**src/rtl/l2_request_arbiter_pkg.sv**
```systemverilog
// Shared lc3b memory-hierarchy types plus the L1->L2 arbiter's state and owner encodings.
package l2_request_arbiter_pkg;

  localparam int LC3B_ADDR_W = 16;
  localparam int LC3B_LINE_W = 128;

  typedef logic [LC3B_ADDR_W-1:0] lc3b_word;
  typedef logic [LC3B_LINE_W-1:0] lc3b_line;

  typedef enum logic [1:0] {
    ARB_IDLE,
    ARB_SERVE_I,
    ARB_SERVE_D,
    ARB_RELEASE
  } lc3b_arb_state;

  typedef enum logic {
    OWN_I,
    OWN_D
  } lc3b_arb_owner;

endpackage

```
**src/rtl/l2_request_arbiter_l2_req_latch.sv**
```systemverilog
// Holds the granted request (address, writeback line, op) stable for the whole L2 transaction.
module l2_req_latch
  import l2_request_arbiter_pkg::*;
#(
  parameter int ADDR_W = LC3B_ADDR_W,
  parameter int LINE_W = LC3B_LINE_W
) (
  input  logic              clk,
  input  logic              reset,
  input  logic              i_load,
  input  logic [ADDR_W-1:0] i_address,
  input  logic [LINE_W-1:0] i_wdata,
  input  logic              i_write,
  output logic [ADDR_W-1:0] o_address,
  output logic [LINE_W-1:0] o_wdata,
  output logic              o_write
);

  logic [ADDR_W-1:0] r_address;
  logic [LINE_W-1:0] r_wdata;
  logic              r_write;

  always_ff @(posedge clk or posedge reset) begin
    if (reset) begin
      r_address <= '0;
      r_wdata   <= '0;
      r_write   <= 1'b0;
    end else if (i_load) begin
      r_address <= i_address;
      r_wdata   <= i_wdata;
      r_write   <= i_write;
    end
  end

  assign o_address = r_address;
  assign o_wdata   = r_wdata;
  assign o_write   = r_write;

endmodule

```
**src/rtl/l2_request_arbiter.sv**
```systemverilog
// Serialises I-cache and D-cache line requests onto a single L2 port with alternating priority.
module l2_request_arbiter
  import l2_request_arbiter_pkg::*;
#(
  parameter int ADDR_W = LC3B_ADDR_W,
  parameter int LINE_W = LC3B_LINE_W
) (
  input  logic              clk,
  input  logic              reset,
  input  logic              i_read,
  input  logic [ADDR_W-1:0] i_address,
  output logic [LINE_W-1:0] i_rdata,
  output logic              i_resp,
  input  logic              d_read,
  input  logic              d_write,
  input  logic [ADDR_W-1:0] d_address,
  input  logic [LINE_W-1:0] d_wdata,
  output logic [LINE_W-1:0] d_rdata,
  output logic              d_resp,
  output logic              l2_read,
  output logic              l2_write,
  output logic [ADDR_W-1:0] l2_address,
  output logic [LINE_W-1:0] l2_wdata,
  input  logic [LINE_W-1:0] l2_rdata,
  input  logic              l2_resp
);

  lc3b_arb_state r_state;
  lc3b_arb_owner r_lastOwner;
  logic              r_l2Read;
  logic              r_l2Write;
  logic              r_iResp;
  logic              r_dResp;
  logic [LINE_W-1:0] r_iRdata;
  logic [LINE_W-1:0] r_dRdata;

  logic              w_iReq;
  logic              w_dReq;
  logic              w_grant;
  logic              w_grantD;
  logic              w_grantWrite;
  logic [ADDR_W-1:0] w_grantAddress;
  logic [LINE_W-1:0] w_grantWdata;
  logic              w_latchWrite;

  assign w_iReq = i_read;
  assign w_dReq = d_read | d_write;
  assign w_grant = (r_state == ARB_IDLE) && (w_iReq || w_dReq);
  // On contention the port that did not win last time gets the L2.
  assign w_grantD = w_dReq && (!w_iReq || (r_lastOwner == OWN_I));
  assign w_grantWrite   = w_grantD & d_write;
  assign w_grantAddress = w_grantD ? d_address : i_address;
  assign w_grantWdata   = w_grantD ? d_wdata : '0;

  l2_req_latch #(
    .ADDR_W(ADDR_W),
    .LINE_W(LINE_W)
  ) u_reqLatch (
    .clk      (clk),
    .reset    (reset),
    .i_load   (w_grant),
    .i_address(w_grantAddress),
    .i_wdata  (w_grantWdata),
    .i_write  (w_grantWrite),
    .o_address(l2_address),
    .o_wdata  (l2_wdata),
    .o_write  (w_latchWrite)
  );

  always_ff @(posedge clk or posedge reset) begin
    if (reset) begin
      r_state     <= ARB_IDLE;
      r_lastOwner <= OWN_I;
      r_l2Read    <= 1'b0;
      r_l2Write   <= 1'b0;
      r_iResp     <= 1'b0;
      r_dResp     <= 1'b0;
      r_iRdata    <= '0;
      r_dRdata    <= '0;
    end else begin
      r_iResp <= 1'b0;
      r_dResp <= 1'b0;
      case (r_state)
        ARB_IDLE: begin
          if (w_grant) begin
            r_lastOwner <= w_grantD ? OWN_D : OWN_I;
            r_state     <= w_grantD ? ARB_SERVE_D : ARB_SERVE_I;
            r_l2Read    <= !w_grantWrite;
            r_l2Write   <= w_grantWrite;
          end
        end
        ARB_SERVE_I, ARB_SERVE_D: begin
          if (l2_resp) begin
            r_l2Read  <= 1'b0;
            r_l2Write <= 1'b0;
            r_state   <= ARB_RELEASE;
            if (r_state == ARB_SERVE_I) begin
              r_iResp  <= 1'b1;
              r_iRdata <= w_latchWrite ? '0 : l2_rdata;
            end else begin
              r_dResp  <= 1'b1;
              r_dRdata <= w_latchWrite ? '0 : l2_rdata;
            end
          end
        end
        ARB_RELEASE: r_state <= ARB_IDLE;
        default:     r_state <= ARB_IDLE;
      endcase
    end
  end

  assign l2_read  = r_l2Read;
  assign l2_write = r_l2Write;
  assign i_resp   = r_iResp;
  assign d_resp   = r_dResp;
  assign i_rdata  = r_iRdata;
  assign d_rdata  = r_dRdata;

  // Simultaneous read and writeback from the D-cache is resolved as a write, but is still suspicious.
  assert property (@(posedge clk) disable iff (reset) !(d_read && d_write));
  assert property (@(posedge clk) disable iff (reset) !(l2_read && l2_write));

endmodule

```
**config.mk**
```make
export PLATFORM = sky130hd
export DESIGN_NAME = l2_request_arbiter
export DESIGN_NICKNAME = d
export VERILOG_FILES = /design/src/rtl/l2_request_arbiter_pkg.sv /design/src/rtl/l2_request_arbiter_l2_req_latch.sv /design/src/rtl/l2_request_arbiter.sv
export SDC_FILE = /design/constraint.sdc
export NUM_CORES = 1
export LEC_CHECK = 0
export CAP_MARGIN = 10
export CORE_AREA = 2 2 269 271
export DETAILED_ROUTE_END_ITERATION = 8
export DIE_AREA = 0 0 271 273
export GPL_ROUTABILITY_DRIVEN = 1
export MAX_ROUTING_LAYER = met4
export SETUP_SLACK_MARGIN = 0.4
export SYNTH_ARGS = -nofsm -noshare
export SYNTH_HDL_FRONTEND = slang
export SYNTH_SLANG_ARGS = --single-unit
```
**constraint.sdc**
```tcl
create_clock -name clk -period 19.2 [get_ports clk]
set_input_delay 5.76 -clock clk [delete_from_list [all_inputs] [get_ports clk]]
set_output_delay 5.76 -clock clk [all_outputs]
set_load 0.05 [all_outputs]
```
# --- After elaboration in Yosys (flattened, before gate mapping) ---
# Index checks and enable logic that the tools add are counted.
totals:
  output_inout_bits: 404
  input_bits: 294
  wordCells: 53
  reg_bits: 408
classes:
  eq_ne: 5
  reduce_logical: 14
  n_mux: 19
  bitwise: 4
op_table:
  columns: ["operator", "count"]
  rows:
  - ["two-way mux 128 bit", 2]
  - ["two-way mux 16 bit", 1]
  - ["two-way mux 1 bit", 10]
  - ["AND reduction 3 bit", 3]
  - ["two-way mux 2 bit", 3]
  - ["one-hot mux 2 bit (3 select lines)", 1]
  - ["== test 2 bit, second input constant", 2]
  - ["one-hot mux 1 bit (2 select lines)", 2]
  - ["AND reduction 2 bit", 2]
  - ["== test 2 x 1 -> 1 bit, second input constant", 1]
  - ["logical AND 1 bit", 2]
  - ["logical NOT 1 bit", 2]
  - ["logical NOT 2 bit", 1]
  - ["logical OR 1 bit", 2]
  - ["inequality test 2 x 1 -> 1 bit, second input constant", 1]
  - ["inequality test 2 bit, second input constant", 1]
  - ["inverter 1 bit", 2]
  - ["nonzero test 2 bit", 1]
  - ["OR reduction 2 bit", 1]
  - ["bitwise AND 1 bit", 1]
  - ["OR 1 bit", 1]

# --- Logic depth before layout (Yosys ltp) ---
# Gate-level depths: netlist (run 1).
depth:
  depth_word: 7
  mapped_depth: 8
  ltp_nobuf: 5

# --- Hierarchy ---
# A second synthesis (run 1) with hierarchy kept.
hier_totals:
  cells_unflattened: 1504
  hier_area_um2: 16931.2
modules_own_cells:
  columns: ["mod", "n_inst", "area_each_um2", "cells_each"]
  rows:
  - ["l2_request_arbiter", 1, 11354.6, 1197]
  - ["l2_req_latch", 1, 5576.6, 307]

# --- Worst setup path after synthesis (run 1) ---
# No wires, ideal clock.
synth_timing:
  path_type: "input to register"
  from: "in d_write"
  to: "reg u_reqLatch.r_address[13] (netlist: u_reqLatch.o_address[13])"
  path_slack_ns: 12.351
  setup_time_ns: 0.128
  arrival_time_ns: 6.721
  cell_stages: 5
  path_cell_list: "buf_2 -> o31ai_4 -> buf_2 -> buf_2 -> o21ai_0"
synth_via:
  elab_chain_cells: 3
  elab_cells_between_ends: 5
synth_lines:
  columns: ["element", "line_no", "source"]
  rows:
  - ["start, declared", "l2_request_arbiter.sv:15", "input logic d_write,"]
  - ["OR 1 bit *", "l2_request_arbiter.sv:47", "assign w_dReq = d_read | d_write;"]
  - ["logical AND 1 bit or logical OR 1 bit (tied branches)", "l2_request_arbiter.sv:50, l2_request_arbiter.sv:48", null]
  - ["two-way mux 16 bit or logical AND 1 bit (tied branches)", "l2_request_arbiter.sv:52, l2_request_arbiter.sv:48", null]
  - ["end signal, assigned", "l2_request_arbiter_l2_req_latch.sv:29", "r_address <= i_address;"]
  - ["end, declared", "l2_request_arbiter_l2_req_latch.sv:19", "logic [ADDR_W-1:0] r_address;"]
# Mark *: on every way between the ends. The rest lies on a longest branch, timed or not.
# A chain may end at the register's enable or synchronous reset.

# --- Final worst setup path (run 1) ---
layout_timing:
  from: "in l2_resp"
  to: "reg r_iRdata[79] (netlist: i_rdata[79])"
layout_via:
  elab_chain_cells: 1
layout_lines:
  columns: ["element", "line_no", "source"]
  rows:
  - ["start, declared", "l2_request_arbiter.sv:25", "input logic l2_resp"]
  - ["AND reduction 3 bit (no source line)", null, null]
  - ["end signal, assigned", "l2_request_arbiter.sv:99", "r_iRdata <= w_latchWrite ? '0 : l2_rdata;"]
  - ["end, declared", "l2_request_arbiter.sv:34", "logic [LINE_W-1:0] r_iRdata;"]
# No other way between the ends.

==> results of run 1 <==
## worst paths after layout
path | slack [ns] | endpoint | start | cells past startpoint
setup / recovery | 10.92 | i_rdata[79] | l2_resp | 5
setup reg to reg | 15.97 | i_rdata[79] | r_state[1] | 6
hold / removal | 0.47 | d_rdata[56] | d_rdata[56] | 2
hold reg to reg | 0.47 | d_rdata[56] | d_rdata[56] | 2
max in group asynchronous | 11.11 | d_rdata[100] | reset | 4
min in group asynchronous | 5.69 | u_reqLatch.o_wdata[78] | reset | 2
## power by group through the flow
stage          registers (mW)  clock network (mW)  logic (mW)
6_report                 1.49               0.935        2.99
5_1_grt                  1.54                1.00        3.14
4_1_cts                  1.50               0.962        3.02
3_5_place_dp             1.50                   0        3.02
3_3_place_gp             1.50                   0        2.99
2_1_floorplan            2.76                   0       0.649
## through the flow
stage	utilization [%]	instances	setup slack (ns)	hold WS (ns)
floorplan	-	1362	2.09	0.473
global placement	32.7	2916	10.43	0.462
detailed placement	32.7	2916	10.31	0.469
CTS	35.0	2997	10.93	0.482
global route	35.0	3001	10.64	0.495
finish	35.0	3001	10.92	0.473
## layer usage
layer  vias up  share of wire, %  wire (um)
li1       5944                 -          -
met1      5987                38      20500
met2       500                50      27100
met3        93               8.0       4300
met4         0               3.9       2120
met5         -                 0          0
## state kept, by name, summed over array words and instances (netlist names)
signal and cells:
u_reqLatch.o_wdata 128, d_rdata 128, l2_write 1, l2_read 1, u_reqLatch.o_write 1, r_state 2
r_lastOwner 1, d_resp 1, i_rdata 128, i_resp 1, u_reqLatch.o_address 16
## cells in the final DEF, fill, tap and decap left out, types with 3 or more instances in the layout
master,Yosys,layout
inv_6,0,4
nand2b_1,128,128
o21ai_1,8,8
clkinv_2,0,8
clkdlybuf4s50_1,0,697
mux2i_1,19,19
nand2_1,274,273
a22o_1,129,129
buf_4,2,11
clkbuf_16,0,47
dfrtp_1,408,407
diode_2,0,3
clkbuf_8,0,3
inv_1,8,7
ha_1,3,3
o21ai_0,264,264
clkbuf_1,60,7
bufinv_16,0,8
## kinds of logic (layout without fill, tap and decap cells)
family | Yosys count | in the layout
and+or+nand+nor | 407 | 407
other | 0 | 3
muxes | 20 | 20
AOI/OAI and AO/OA | 411 | 411
buffers and inverters | 113 | 799
adders and majority gates | 3 | 3
DFF | 408 | 408
## worst register-to-register path: cells and delay by family, from the launching register on
kind | cells | cell delay [ns]
AOI/OAI and AO/OA | 1 | 0.27
and+or+nand+nor | 1 | 0.70
buffers and inverters | 3 | 1.53
adders and majority gates | 1 | 0.22
DFF | 1 | 0.36
## cell type report
type                            instances  area share [%]
Antenna cell                            3          0.0302
Clock buffer                           57            5.01
Clock inverter                         24            1.44
Inverter                                8           0.151
Multi-Input combinational cell        841            18.9
Sequential cell                       408            41.1
Tap cell                              950            4.78
Timing Repair Buffer                  710            28.5
==> results.py, run 1 <==
metrics = {
    "timing": {
        "setup_viol": 0,
        "drv_slew": 0,
        "period_needed_ns": 8.28,
        "finalSetupTns_ns": 0,
        "final-hold-violation-count": 0,
        "min_period_over_period_pct": 43.1,
        "skew_ns": 0.0117,
        "slew_headroom_pct": 31.6,
        "max_freq_mhz": 121,
        "grt_setup_unrepaired": "no",
        "max_slew.worst_pin.slew_ns": 1.03,
    },
    "drt": {
        "vias": 12500,
        "antenna_left": 0,
        "wl_per_cell_um": 18.0,
        "drtIter0Drc": 600,
        "drc": 0,
        "vias_per_cell": 4.17,
        "wl_um": 54000,
        "firstDrtPassIters": 7,
    },
    "cells_and_area": {
        "fin_area_sq_mm": 0.0248,
        "register_area_sq_mm": 0.0102,
        "drive_above_1_share_pct": 4.59,
        "syn2layout_area_growth_pct": 61.6,
        "final.fill_count": 6971,
        "multiInputGateArea_sq_mm": 0.00471,
        "nets": 2313,
    },
    "power_and_ir_drop": {
        "pwr-share-clk_pct": 17.3,
        "intPower_mw": 2.78,
        "p_comb_share_pct": 55.2,
        "p_leak_nw": 10.7,
        "seqPwrFrac_pct": 27.5,
        "p_sw_mw": 2.64,
        "netSwitchingFraction_pct": 48.7,
        "ir_worst_vdd_v": 0.000120,
        "p_total_mw": 5.41,
        "power_density_mw_per_mm2": 218,
    },
    "logic_synthesis": {
        "synth-xor-area-share_pct": 0,
        "synthFlopType": "dfrtp_1",
        "yosysTopAreaCell": "dfrtp_1",
        "mappedNetlistNets": 1659,
        "ys_ff_latch": 408,
        "netlist_top_cells_count": "408 x dfrtp_1, 274 x nand2_1, 264 x o21ai_0",
        "syn_inst": 1362,
        "synth.distinct_cells": 28,
        "syn_area_sq_mm": 0.0154,
        "yosys.area_share.simple_pct": 12.1,
        "yosys.area.top_type_share_pct": 66.4,
        "synth_area_per_cell_sq_um": 11.3,
        "synthMuxAreaShare_pct": 1.31,
        "synth_edf_count": 0,
        "synth_top_family_by_area": "compound AO/OA/AOI/OAI gates",
        "synthAdderAreaFrac_pct": 0.244,
        "synth.area.top_cells": "dfrtp_1 66%, o21ai_0 8.6%, a22o_1 7.3%, nand2_1 6.7%, nand2b_1 5.2%",
        "yosysWarningCount": 0,
        "synthMostInstantiatedCell": "dfrtp_1",
        "synth-compound-area-share_pct": 16.8,
        "yosysSeqAreaShare_pct": 66.4,
        "async_reset_ff_share_pct": 100,
    },
    "clock_tree": {
        "cts_tree": "done",
        "hold_buffers": 0,
        "clockRootBuffer": "clkbuf_16",
        "cts_setup_buffers": 0,
        "cts_resized": 0,
        "cts.clk_slew.worst_paths_ns": 0.06,
        "cts_buffers": 47,
        "cts_buffer_depth": 3,
        "clock_sinks": 408,
        "clk_latency_ns": 0.57,
        "h-tree-depth": 2,
    },
    "outcome": {
        "status": "complete, no violations",
    },
    "placement": {
        "gp_congestion": 0.869,
        "io_buffers": 697,
        "place_area_sq_mm": 0.0232,
        "place_hpwl_um": 39200,
    },
    "setup_path": {
        "worstPathRequired_ns": 19.60,
        "critPathMaxStageDelay_ns": 0.74,
        "crit_top_cell": "buf_4",
        "worst-setup-path-type": "input port to register",
        "critPathArrivalTime_ns": 8.68,
        "setup.worst_path.start_class": "input port",
        "crit_slowest_cell": "buf_4",
        "critPathBufInv": 3,
        "worstPathCellList": "clkdlybuf4s50_1 > nand2_4 > buf_4 > buf_4 > o21ai_0",
        "crit_family": "buffers and inverters",
        "worst-path-max-fanout": 99,
        "end_kind": "register",
    },
    "floorplanning": {
        "die_h_um": 273,
        "dieArea_sq_mm": 0.0740,
        "num_io_pins": 698,
        "initial_core_util_pct": 21.7,
        "coreArea_sq_mm": 0.0710,
        "num_rows": 98,
        "die_w_um": 271,
    },
    "global_routing": {
        "globalRouteMet3Util_pct": 4.53,
        "grt_most_used_layer": "met2",
        "grt_pass1_wl_um": 80800,
        "met1_usage_pct": 15.7,
        "grtUsageTotal_pct": 14.5,
        "grt_overflow_total": 0,
        "grt_max_degree": 159,
        "grt_pass1_vias": 13200,
        "antenna_found_initial": 4,
        "use_met2_pct": 24.5,
    },
    "min_path": {
        "hold_path_class": "register to register",
    },
    "run": {
        "maxCapViolCount": 0,
    },
}
Power figures use the tool's default switching activity.
==> inputs of run 2 (changes only) <==
==> constraint.sdc (replaced) <==
create_clock -name clk -period 8.65 [get_ports clk]
set_input_delay 2.595 -clock clk [delete_from_list [all_inputs] [get_ports clk]]
set_output_delay 2.595 -clock clk [all_outputs]
set_load 0.05 [all_outputs]
==> results.py, run 2 (synthesis gave the netlist of run 1 again) <==
metrics = {
    "power_and_ir_drop": {
        "power_density_mw_per_mm2": 481,
        "p_leak_nw": 10.7,
        "p_total_mw": 11.9,
        "ir_worst_vdd_v": 0.000297,
    },
    "setup_path": {
        "crit_start": "i_read",
        "timing.rr.end": "u_reqLatch.o_wdata[80]",
        "crit_slowest_cell": "buf_4",
        "worst-path-max-fanout": 93,
        "worst-setup-path-type": "input port to register",
        "reg2reg_depth": 5,
        "r2r-start": "r_state[0]",
        "worstPathRequired_ns": 9.15,
        "worstPathCellList": "clkdlybuf4s50_1 > nand2_1 > o211a_4 > buf_4 > a22o_1",
        "crit_end": "u_reqLatch.o_wdata[80]",
        "setup.worst_path.start_class": "input port",
        "ff2ff_setup_slack_ns": 6.02,
        "critPathMaxStageDelay_ns": 0.80,
        "end_kind": "register",
        "critPathArrivalTime_ns": 4.97,
    },
    "drt": {
        "drc": 0,
        "wl_per_cell_um": 17.6,
        "wl_um": 52800,
        "vias_per_cell": 4.19,
        "vias": 12600,
        "firstDrtPassIters": 7,
        "drtIter0Drc": 738,
        "antenna_left": 0,
    },
    "global_routing": {
        "grt_pass1_vias": 13200,
        "grt_max_degree": 188,
        "grt_overflow_total": 0,
        "antenna_found_initial": 7,
        "grtUsageTotal_pct": 14.2,
        "grt_pass1_wl_um": 79700,
    },
    "clock_tree": {
        "cts_setup_buffers": 0,
        "cts_buffers": 48,
        "cts.clk_slew.worst_paths_ns": 0.06,
        "cts_tree": "done",
        "hold_buffers": 0,
        "h-tree-depth": 2,
        "cts_resized": 0,
        "cts_buffer_depth": 3,
        "clock_sinks": 408,
        "clk_latency_ns": 0.57,
        "clockRootBuffer": "clkbuf_16",
    },
    "timing": {
        "skew_ns": 0.0109,
        "setup_viol": 0,
        "min_period_over_period_pct": 51.6,
        "worst_slack_ns": 4.19,
        "final-hold-violation-count": 0,
        "grt_setup_unrepaired": "no",
        "finalSetupTns_ns": 0,
        "max_freq_mhz": 224,
        "drv_slew": 0,
        "period_needed_ns": 4.46,
        "slew_headroom_pct": 27.9,
        "max_slew.worst_pin.slew_ns": 1.08,
    },
    "cells_and_area": {
        "register_area_sq_mm": 0.0102,
        "final.fill_count": 6935,
        "drive_above_1_share_pct": 4.44,
        "final_cells": 3006,
        "multiInputGateArea_sq_mm": 0.00471,
        "fin_area_sq_mm": 0.0248,
        "mostFrequentLayoutCells": "697 x clkdlybuf4s50_1, 407 x dfrtp_1, 273 x nand2_1",
        "mostFrequentLayoutCell": "clkdlybuf4s50_1",
        "syn2layout_area_growth_pct": 61.6,
        "nets": 2311,
    },
    "floorplanning": {
        "initial_core_util_pct": 21.7,
        "coreArea_sq_mm": 0.0710,
        "dieArea_sq_mm": 0.0740,
        "die_h_um": 273,
        "num_rows": 98,
        "num_io_pins": 698,
        "die_w_um": 271,
    },
    "outcome": {
        "status": "complete, no violations",
    },
    "placement": {
        "io_buffers": 697,
        "place_hpwl_um": 37100,
        "gp_congestion": 0.868,
        "pre_cts_slack_ns": 3.63,
        "placed_cells": 2913,
        "place_area_sq_mm": 0.0232,
    },
    "run": {
        "maxCapViolCount": 0,
    },
    "min_path": {
        "hold_path_class": "register to register",
        "hold_path.startpoint": "d_rdata[33]",
    },
}
[run 2: changes by cell type in the layout (fill, tap and decap cells not counted), sizes merged]
| cell | delta |
|---|---|
| clkbuf | +9 |
| bufinv | -4 |
| buf | -3 |
| diode | +3 |
| clkinvlp | +2 |
| inv | -2 |
[run 2: cell type report]
type / count / area share (%)
Inverter: 8 / 0.136
Timing Repair Buffer: 707 / 28.7
Clock buffer: 66 / 5.39
Antenna cell: 6 / 0.0604
Multi-Input combinational cell: 841 / 18.9
Tap cell: 950 / 4.78
Clock inverter: 20 / 0.897
Sequential cell: 408 / 41.1
[run 2: worst max-delay path: cells and delay by family]
family                 cells  cell delay [ns]
AOI/OAI and AO/OA          2             0.71
buffers and inverters      2             1.33
and+or+nand+nor            1             0.21
[run 2: metal layers]
metal | track usage (%) | up-vias | wire, um
met2 | 23.6 | 533 | 26100
met3 | 4.55 | 116 | 4310
met1 | 15.6 | 6022 | 20100
met5 | - | - | 0
met4 | 6.18 | 0 | 2250
li1 | - | 5937 | -
[run 2: report_power, final]
part / total (mW) / internal [mW] / switching (mW) / leakage [nW]
Clock: 2.02 / 1.20 / 0.818 / 0.769
Combinational: 6.64 / 2.13 / 4.51 / 4.70
Sequential: 3.28 / 2.77 / 0.509 / 5.22
[run 2: stage by stage]
stage	utilization (%)	hold slack, ns
after floorplan	-	0.473
after global placement	32.7	0.462
after detailed placement	32.7	0.470
after CTS	34.9	0.483
after global routing	35.0	0.498
final	35.0	0.474
[run 2: worst min path at each step]
| stage | depth (start not counted) | end | slack, ns |
|---|---|---|---|
| after global placement | 2 | d_rdata[121] | 0.46 |
| after global routing | 2 | i_rdata[36] | 0.50 |
| after floorplan | 1 | r_lastOwner | 0.47 |
| after detailed placement | 2 | d_rdata[65] | 0.47 |
| after CTS | 2 | d_rdata[65] | 0.48 |
| final | 2 | d_rdata[33] | 0.47 |
